$ cat src/rtl/gx4000_io_pkg.sv
// Shared types for the GX4000 I/O capture stage: the queued event record,
// the capture FSM states and the read-data fill value.
package gx4000_io_pkg;

    typedef struct packed {
        logic [15:0] addr;
        logic [7:0]  data;
        logic        is_rd;
    } io_evt_t;

    typedef enum logic [1:0] {
        IDLE,
        ARM,
        WAIT_END
    } cap_state_t;

    localparam logic [7:0] IO_DATA_RD_FILL = 8'h00;

    // A genuine I/O cycle: IORQ low, not an interrupt acknowledge, exactly one of RD/WR low.
    function automatic logic io_qual(input logic iorq_n, input logic m1_n,
                                     input logic rd_n, input logic wr_n);
        return ~iorq_n & m1_n & (~wr_n ^ ~rd_n);
    endfunction

endpackage

$ cat src/rtl/gx4000_io_capture_if.sv
// Z80 bus inputs and event-FIFO handshake of the GX4000 I/O capture stage.
// ovf_count exists only when GX4000_IO_OVF_CNT_EN is defined.
interface gx4000_io_capture_if #(
    parameter int FIFO_DEPTH = 4
) ();
    localparam int LVL_W = $clog2(FIFO_DEPTH) + 1;

    logic              cpu_ce;
    logic [15:0]       cpu_addr;
    logic [7:0]        cpu_dout;
    logic              iorq_n;
    logic              rd_n;
    logic              wr_n;
    logic              m1_n;
    logic              evt_valid;
    logic              evt_ready;
    logic [15:0]       evt_addr;
    logic [7:0]        evt_data;
    logic              evt_is_rd;
    logic [LVL_W-1:0]  fifo_level;
    logic              overflow;
    logic              clr_overflow;
`ifdef GX4000_IO_OVF_CNT_EN
    logic [7:0]        ovf_count;

    modport master (
        output cpu_ce, cpu_addr, cpu_dout, iorq_n, rd_n, wr_n, m1_n, evt_ready, clr_overflow,
        input  evt_valid, evt_addr, evt_data, evt_is_rd, fifo_level, overflow, ovf_count
    );
    modport slave (
        input  cpu_ce, cpu_addr, cpu_dout, iorq_n, rd_n, wr_n, m1_n, evt_ready, clr_overflow,
        output evt_valid, evt_addr, evt_data, evt_is_rd, fifo_level, overflow, ovf_count
    );
`else
    modport master (
        output cpu_ce, cpu_addr, cpu_dout, iorq_n, rd_n, wr_n, m1_n, evt_ready, clr_overflow,
        input  evt_valid, evt_addr, evt_data, evt_is_rd, fifo_level, overflow
    );
    modport slave (
        input  cpu_ce, cpu_addr, cpu_dout, iorq_n, rd_n, wr_n, m1_n, evt_ready, clr_overflow,
        output evt_valid, evt_addr, evt_data, evt_is_rd, fifo_level, overflow
    );
`endif

endinterface

$ cat src/rtl/gx4000_io_fifo.sv
// Synchronous event FIFO; a push while full is accepted only when a pop
// happens in the same cycle.
module gx4000_io_fifo
    import gx4000_io_pkg::*;
#(
    parameter int FIFO_DEPTH = 4
) (
    input  logic                              clk_sys,
    input  logic                              reset,
    input  logic                              i_push,
    input  io_evt_t                           i_push_data,
    input  logic                              i_pop,
    output io_evt_t                           o_head,
    output logic                              o_full,
    output logic                              o_empty,
    output logic [$clog2(FIFO_DEPTH):0]       o_level
);
    localparam int PTR_W = $clog2(FIFO_DEPTH);
    localparam int LVL_W = PTR_W + 1;

    io_evt_t          r_mem [FIFO_DEPTH];
    logic [PTR_W-1:0] r_wr_ptr;
    logic [PTR_W-1:0] r_rd_ptr;
    logic [LVL_W-1:0] r_level;
    logic             w_pop_ok;
    logic             w_push_ok;

    assign o_full    = (r_level == LVL_W'(FIFO_DEPTH));
    assign o_empty   = (r_level == '0);
    assign o_level   = r_level;
    assign o_head    = r_mem[r_rd_ptr];
    assign w_pop_ok  = i_pop & ~o_empty;
    assign w_push_ok = i_push & (~o_full | w_pop_ok);

    // Storage is cleared too so the head reads as all-zero straight out of reset.
    always_ff @(posedge clk_sys) begin
        if (reset) begin
            r_wr_ptr <= '0;
            r_rd_ptr <= '0;
            r_level  <= '0;
            for (int i = 0; i < FIFO_DEPTH; i++) r_mem[i] <= '0;
        end else begin
            if (w_push_ok) begin
                r_mem[r_wr_ptr] <= i_push_data;
                r_wr_ptr        <= r_wr_ptr + PTR_W'(1);
            end
            if (w_pop_ok) r_rd_ptr <= r_rd_ptr + PTR_W'(1);
            r_level <= r_level + LVL_W'(w_push_ok) - LVL_W'(w_pop_ok);
        end
    end

endmodule

$ cat src/rtl/gx4000_io_capture.sv
// GX4000 I/O capture: one FIFO event per confirmed Z80 IORQ read/write cycle.
// Optional ovf_count output enabled by defining GX4000_IO_OVF_CNT_EN.
module gx4000_io_capture
    import gx4000_io_pkg::*;
#(
    parameter int FIFO_DEPTH = 4,
    parameter int CONFIRM    = 2
) (
    input  logic                clk_sys,
    input  logic                reset,
    gx4000_io_capture_if.slave  bus
);
    localparam int LVL_W = $clog2(FIFO_DEPTH) + 1;

    cap_state_t       r_state;
    logic [2:0]       r_cnt;
    logic             r_push;
    io_evt_t          r_evt;
    logic             r_overflow;
    logic             w_qual;
    logic             w_is_rd;
    logic [7:0]       w_data_now;
    io_evt_t          w_head;
    logic             w_full;
    logic             w_empty;
    logic             w_pop_ok;
    logic             w_drop;
    logic [LVL_W-1:0] w_level;

    assign w_qual     = io_qual(bus.iorq_n, bus.m1_n, bus.rd_n, bus.wr_n);
    assign w_is_rd    = ~bus.rd_n;
    assign w_data_now = w_is_rd ? IO_DATA_RD_FILL : bus.cpu_dout;

    // Starting in WAIT_END drops any bus cycle that was already running at reset release.
    always_ff @(posedge clk_sys) begin
        if (reset) begin
            r_state <= WAIT_END;
            r_cnt   <= '0;
            r_push  <= 1'b0;
        end else begin
            r_push <= 1'b0;
            if (bus.cpu_ce) begin
                unique case (r_state)
                    IDLE: begin
                        if (w_qual) begin
                            r_cnt        <= 3'd1;
                            r_evt.addr   <= bus.cpu_addr;
                            r_evt.data   <= w_data_now;
                            r_evt.is_rd  <= w_is_rd;
                            if (CONFIRM == 1) begin
                                r_push  <= 1'b1;
                                r_state <= WAIT_END;
                            end else begin
                                r_state <= ARM;
                            end
                        end
                    end
                    ARM: begin
                        if (w_qual && (w_is_rd == r_evt.is_rd)) begin
                            if (r_cnt + 3'd1 == 3'(CONFIRM)) begin
                                r_evt.data <= w_data_now;
                                r_push     <= 1'b1;
                                r_state    <= WAIT_END;
                            end else begin
                                r_cnt <= r_cnt + 3'd1;
                            end
                        end else begin
                            r_state <= IDLE;
                        end
                    end
                    WAIT_END: begin
                        if (bus.iorq_n) r_state <= IDLE;
                    end
                    default: r_state <= WAIT_END;
                endcase
            end
        end
    end

    gx4000_io_fifo #(
        .FIFO_DEPTH (FIFO_DEPTH)
    ) u_fifo (
        .clk_sys     (clk_sys),
        .reset       (reset),
        .i_push      (r_push),
        .i_push_data (r_evt),
        .i_pop       (bus.evt_ready),
        .o_head      (w_head),
        .o_full      (w_full),
        .o_empty     (w_empty),
        .o_level     (w_level)
    );

    assign w_pop_ok = bus.evt_ready & ~w_empty;
    assign w_drop   = r_push & w_full & ~w_pop_ok;

`ifdef GX4000_IO_OVF_CNT_EN
    logic [7:0] r_ovf_count;

    always_ff @(posedge clk_sys) begin
        if (reset) begin
            r_overflow  <= 1'b0;
            r_ovf_count <= '0;
        end else if (w_drop) begin
            r_overflow  <= 1'b1;
            r_ovf_count <= (r_ovf_count == 8'hFF) ? 8'hFF : r_ovf_count + 8'd1;
        end else if (bus.clr_overflow) begin
            r_overflow  <= 1'b0;
            r_ovf_count <= '0;
        end
    end

    assign bus.ovf_count = r_ovf_count;
`else
    // A drop outranks a clear arriving in the same cycle.
    always_ff @(posedge clk_sys) begin
        if (reset) begin
            r_overflow <= 1'b0;
        end else if (w_drop) begin
            r_overflow <= 1'b1;
        end else if (bus.clr_overflow) begin
            r_overflow <= 1'b0;
        end
    end
`endif

    assign bus.evt_valid  = ~w_empty;
    assign bus.evt_addr   = w_head.addr;
    assign bus.evt_data   = w_head.data;
    assign bus.evt_is_rd  = w_head.is_rd;
    assign bus.fifo_level = w_level;
    assign bus.overflow   = r_overflow;

endmodule

$ cat src/flat_wrapper.sv
// flat-port wrapper written by rule: the top's interface ports become plain ports
module gx4000_io_capture_flat import gx4000_io_pkg::*;
#(
    parameter int FIFO_DEPTH = 4,
    parameter int CONFIRM    = 2
)
  (clk_sys, reset, bus_cpu_ce, bus_cpu_addr, bus_cpu_dout, bus_iorq_n, bus_rd_n, bus_wr_n, bus_m1_n, bus_evt_ready, bus_clr_overflow, bus_evt_valid, bus_evt_addr, bus_evt_data, bus_evt_is_rd, bus_fifo_level, bus_overflow);
  gx4000_io_capture_if #(.FIFO_DEPTH(FIFO_DEPTH)) bus_i ();
  input  logic clk_sys;
  input  logic reset;
  input wire logic [$bits(bus_i.cpu_ce)-1:0] bus_cpu_ce;
  input wire logic [$bits(bus_i.cpu_addr)-1:0] bus_cpu_addr;
  input wire logic [$bits(bus_i.cpu_dout)-1:0] bus_cpu_dout;
  input wire logic [$bits(bus_i.iorq_n)-1:0] bus_iorq_n;
  input wire logic [$bits(bus_i.rd_n)-1:0] bus_rd_n;
  input wire logic [$bits(bus_i.wr_n)-1:0] bus_wr_n;
  input wire logic [$bits(bus_i.m1_n)-1:0] bus_m1_n;
  input wire logic [$bits(bus_i.evt_ready)-1:0] bus_evt_ready;
  input wire logic [$bits(bus_i.clr_overflow)-1:0] bus_clr_overflow;
  output wire logic [$bits(bus_i.evt_valid)-1:0] bus_evt_valid;
  output wire logic [$bits(bus_i.evt_addr)-1:0] bus_evt_addr;
  output wire logic [$bits(bus_i.evt_data)-1:0] bus_evt_data;
  output wire logic [$bits(bus_i.evt_is_rd)-1:0] bus_evt_is_rd;
  output wire logic [$bits(bus_i.fifo_level)-1:0] bus_fifo_level;
  output wire logic [$bits(bus_i.overflow)-1:0] bus_overflow;
  assign bus_i.cpu_ce = bus_cpu_ce;
  assign bus_i.cpu_addr = bus_cpu_addr;
  assign bus_i.cpu_dout = bus_cpu_dout;
  assign bus_i.iorq_n = bus_iorq_n;
  assign bus_i.rd_n = bus_rd_n;
  assign bus_i.wr_n = bus_wr_n;
  assign bus_i.m1_n = bus_m1_n;
  assign bus_i.evt_ready = bus_evt_ready;
  assign bus_i.clr_overflow = bus_clr_overflow;
  assign bus_evt_valid = bus_i.evt_valid;
  assign bus_evt_addr = bus_i.evt_addr;
  assign bus_evt_data = bus_i.evt_data;
  assign bus_evt_is_rd = bus_i.evt_is_rd;
  assign bus_fifo_level = bus_i.fifo_level;
  assign bus_overflow = bus_i.overflow;
  gx4000_io_capture #(.FIFO_DEPTH(FIFO_DEPTH), .CONFIRM(CONFIRM)) u_core (.clk_sys(clk_sys), .reset(reset), .bus(bus_i));
endmodule
$ cat config.mk
export PLATFORM = sky130hd
export DESIGN_NAME = gx4000_io_capture_flat
export DESIGN_NICKNAME = d
export VERILOG_FILES = /design/src/rtl/gx4000_io_pkg.sv /design/src/rtl/gx4000_io_capture_if.sv /design/src/rtl/gx4000_io_fifo.sv /design/src/rtl/gx4000_io_capture.sv /design/src/flat_wrapper.sv
export SDC_FILE = /design/constraint.sdc
export NUM_CORES = 1
export LEC_CHECK = 0
export ABC_CLOCK_PERIOD_IN_PS = 2800
export BUFFER_PORTS_ARGS = -buffer_cell sky130_fd_sc_hd__buf_4
export CAP_MARGIN = 10
export CELL_PAD_IN_SITES_DETAIL_PLACEMENT = 0
export CELL_PAD_IN_SITES_GLOBAL_PLACEMENT = 1
export CORE_MARGIN = 4
export CORE_UTILIZATION = 46
export CTS_BUF_LIST = sky130_fd_sc_hd__clkbuf_4 sky130_fd_sc_hd__clkbuf_8
export CTS_CLUSTER_SIZE = 12
export DETAILED_ROUTE_END_ITERATION = 16
export GPL_ROUTABILITY_DRIVEN = 0
export PLACE_DENSITY_LB_ADDON = 0.1
export SYNTH_ARGS = -nofsm -noshare
export SYNTH_HDL_FRONTEND = slang
export SYNTH_SLANG_ARGS = --single-unit
$ cat constraint.sdc
create_clock -name clk_sys -period 2.8 [get_ports clk_sys]
set_clock_uncertainty 0.1 [all_clocks]
set_input_delay 0.56 -clock clk_sys [delete_from_list [all_inputs] [get_ports clk_sys]]
set_output_delay 0.56 -clock clk_sys [all_outputs]
set_load 0.02 [all_outputs]
==> results.yml <==
outcome:
  status: "completed"
sta:
  period_minus_slack_ns: 2.444
  timing.setup.tns_ns: 0
  final-setup-viol-count: 0
  relSlewSlack_pct: 47.32
  fin_crit_sh_pct: 87.30
  tightestPinTransition_ns: 0.7901
  max_freq_mhz: 409.1
  finalMaxSlewViolations: 0
  hold_viol: 0
  rsz0062_at_grt: "no"
critical_path:
  rr_endpoint: "u_core.u_fifo.o_level[2]"
  worstPathRequired_ns: 3.03
  slowest_delay_ns: 0.59
  r2r-start: "u_core.u_fifo.o_level[1]"
  crit_chain: "or4b_4 > nand2_4 > ha_1 > inv_1 > ha_1 > inv_1 > fa_1 > xor2_1 > xnor2_1 > nor2_1"
  r2r_cells: 10
  start_kind: "register"
  end_kind: "register"
  cp_slowest_cell: "or4b_4"
  crit_type: "reg -> reg"
  rrSetupSlack_ns: 0.36
  crit_arrival_ns: 2.68
  worst-path-max-fanout: 6
routing:
  route.met2.wl_mm: 5.879
  drt-pass1-iter-count: 5
  vias: 3209
  wl_met1_mm: 4.580
  drc: 0
  route.antenna.remaining_nets: 0
  via_per_inst: 5.086
  top_layer_used: "met4"
  wl_met3_um: 623
  drt_iter0_drc: 277
  post_drt_wl_per_cell_um: 17.72
  drt-total-wl_mm: 11.18
synthesis:
  synth-compound-area-share_pct: 2.634
  muxShareOfSynthArea_pct: 9.406
  async_reset_ff_share_pct: 0
  synthAdderAreaFrac_pct: 1.171
  syn-instance-count: 373
  synthSimpleGateAreaFrac_pct: 14.99
  syn_area_per_cell_um2: 16.05
  yosys.area.top_type: "edfxtp_1"
  synth_xor_xnor_area_share_pct: 1.171
  synth_area_leaders: "edfxtp_1 (63%), mux4_2 (9.4%), and2_1 (6.2%)"
  synth_nets: 411
  ys_seq_elements: 141
  synth_edf_count: 125
  synth_cell_types: 43
  ys.warnings.count: 0
  yosysTopAreaCellShare_pct: 62.71
  synthFlopType: "edfxtp_1"
  syn_area_mm2: 0.005986
  synth_top_family_by_area: "simple AND/OR/NAND/NOR gates"
  yosysSeqAreaShare_pct: 68.06
floorplan:
  num_rows: 41
  core_area_mm2: 0.01267
  start_util_pct: 47.24
  ioPinCount: 63
  die_w_um: 122.1
  fp.dieH_um: 122.1
  die-area_mm2: 0.01490
clock_tree:
  clkSlewWorstSetupHoldPaths_ns: 0.08
  clk_latency_ns: 0.44
  ctsHoldBuffers: 0
  cts-resized-gates: 0
  cts_buffers: 17
  tritoncts: "done"
  clock_sinks: 141
  cts-root-buf: "clkbuf_8"
  cts_setup_buffers: 0
  htree_levels: 4
  clk_path_buf_depth: 2
global_route:
  grt_usage_pct: 16.30
  grt_pass1_vias: 3347
  antenna_found_initial: 0
  grt_max_degree: 76
  grt_overflow: 0
  grt_pass1_wl_mm: 17.52
finish:
  synthToLayoutAreaGrowth_pct: 19.38
  nNetsFinal: 484
  drive_gt1_share_pct: 31.37
  layout_commonest_cell: "edfxtp_1"
  final_core_util_pct: 56.39
  antenna_cells: 0
  layout_common_cells: "edfxtp_1 (125), buf_4 (72), and2_1 (59)"
placement:
  io_buffers: 62
  hpwl_mm: 6.561
hold_path:
  min_path_type: "in -> reg"
  holdPathEnd: "u_core.r_evt[19]"
  hold_path_depth: 1
  hp-start: "bus_cpu_addr[10]"
pwr:
  p_per_area_mw_per_mm2: 724.7
  power_w: 0.005178
  p_leak_nw: 2.823
  vdd_ir_drop_max_uv: 614.4
flow_run:
  maxCapViolCount: 0
-- logic make-up (layout without fill, tap and decap cells) --
kind of cell	count (synthesis)	count (layout)
mux	25	25
simple gates	146	146
compound gates	20	20
xor+xnor	8	8
fa+ha+maj	5	5
buf+inv	28	114
flops	141	141
-- final cells by class --
type | count | area, um2
inverter | 6 | 22.52
clock buffer | 22 | 296.5
multi-input combinational | 204 | 1783
timing repair buffer | 76 | 620.6
fill | 1053 | 5525
clock inverter | 10 | 132.6
tap | 172 | 215.2
sequential | 141 | 4075
-- Yosys cell counts (2+ instances only) --
| cell type | count |
|---|---|
| dfxtp_1 | 16 |
| ha_1 | 4 |
| nor2_1 | 10 |
| nor3_1 | 2 |
| or3_1 | 2 |
| nand2b_1 | 4 |
| a31oi_1 | 3 |
| nor2b_1 | 5 |
| edfxtp_1 | 125 |
| buf_2 | 3 |
| and3_1 | 50 |
| buf_6 | 6 |
| a211oi_1 | 2 |
| xor2_1 | 4 |
| and2_1 | 59 |
| nand2_1 | 4 |
| nand3_1 | 2 |
| clkbuf_1 | 13 |
| xnor2_1 | 4 |
| o21a_1 | 3 |
| mux4_2 | 25 |
| inv_1 | 6 |
-- sequential cells by signal (all words and copies together) (netlist names), named ones only --
signal and count:
u_core.u_fifo.o_level 3, u_core.r_cnt 3, u_core.u_fifo.r_wr_ptr 2, u_core.u_fifo.r_mem 100, u_core.r_state 2, u_core.r_evt 25
u_core.u_fifo.r_rd_ptr 2, u_core.r_push 1, u_core.bus.overflow 1
-- worst max-delay path by stage --
stage / start / endpoint / slack [ns] / cells after the start
2_1_floorplan: u_core.u_fifo.o_level[1] / u_core.u_fifo.r_mem[1][0] / 0.19 / 3
3_3_place_gp: bus_evt_ready / u_core.u_fifo.o_level[2] / 0.13 / 11
3_5_place_dp: bus_evt_ready / u_core.u_fifo.o_level[2] / 0.11 / 11
4_1_cts: register / bus_evt_is_rd / 0.30 / 3
5_1_grt: u_core.u_fifo.o_level[1] / u_core.u_fifo.o_level[2] / 0.22 / 10
6_report: u_core.u_fifo.o_level[1] / u_core.u_fifo.o_level[2] / 0.36 / 10
-- critical path, delay by kind of cell (launching register included) --
family,cells,cell delay [ns]
and+or+nand+nor,3,0.73
buffers and inverters,2,0.10
adders and majority gates,3,0.71
xor gates and xnor gates,2,0.30
DFF,1,0.39
-- through the flow --
step           worst slack (ns)  area, um2  hold slack [ns]  instances
4_1_cts                  0.3027       7126           0.1513        630
3_5_place_dp             0.1137       6696           0.3904        598
2_1_floorplan            0.1918       5991           0.3647        373
6_report                 0.3556       7146           0.1854        631
5_1_grt                  0.2234       7146           0.1413        631
3_3_place_gp             0.1260       6696           0.3885        598
-- per-layer routing --
metal  track usage (%)  vias up
li1                  -     1561
met1             19.07     1562
met2             28.42       78
met3             5.664        8
met4             4.829        0
met5                 0        -
-- power breakdown --
group / switching (W) / leakage (nW) / internal [W]
combinational: 0.000515 / 1.19 / 0.000518
sequential: 0.0000537 / 1.40 / 0.00237
clock: 0.000740 / 0.227 / 0.000984
Note: power is estimated with default switching activity, not from simulation.
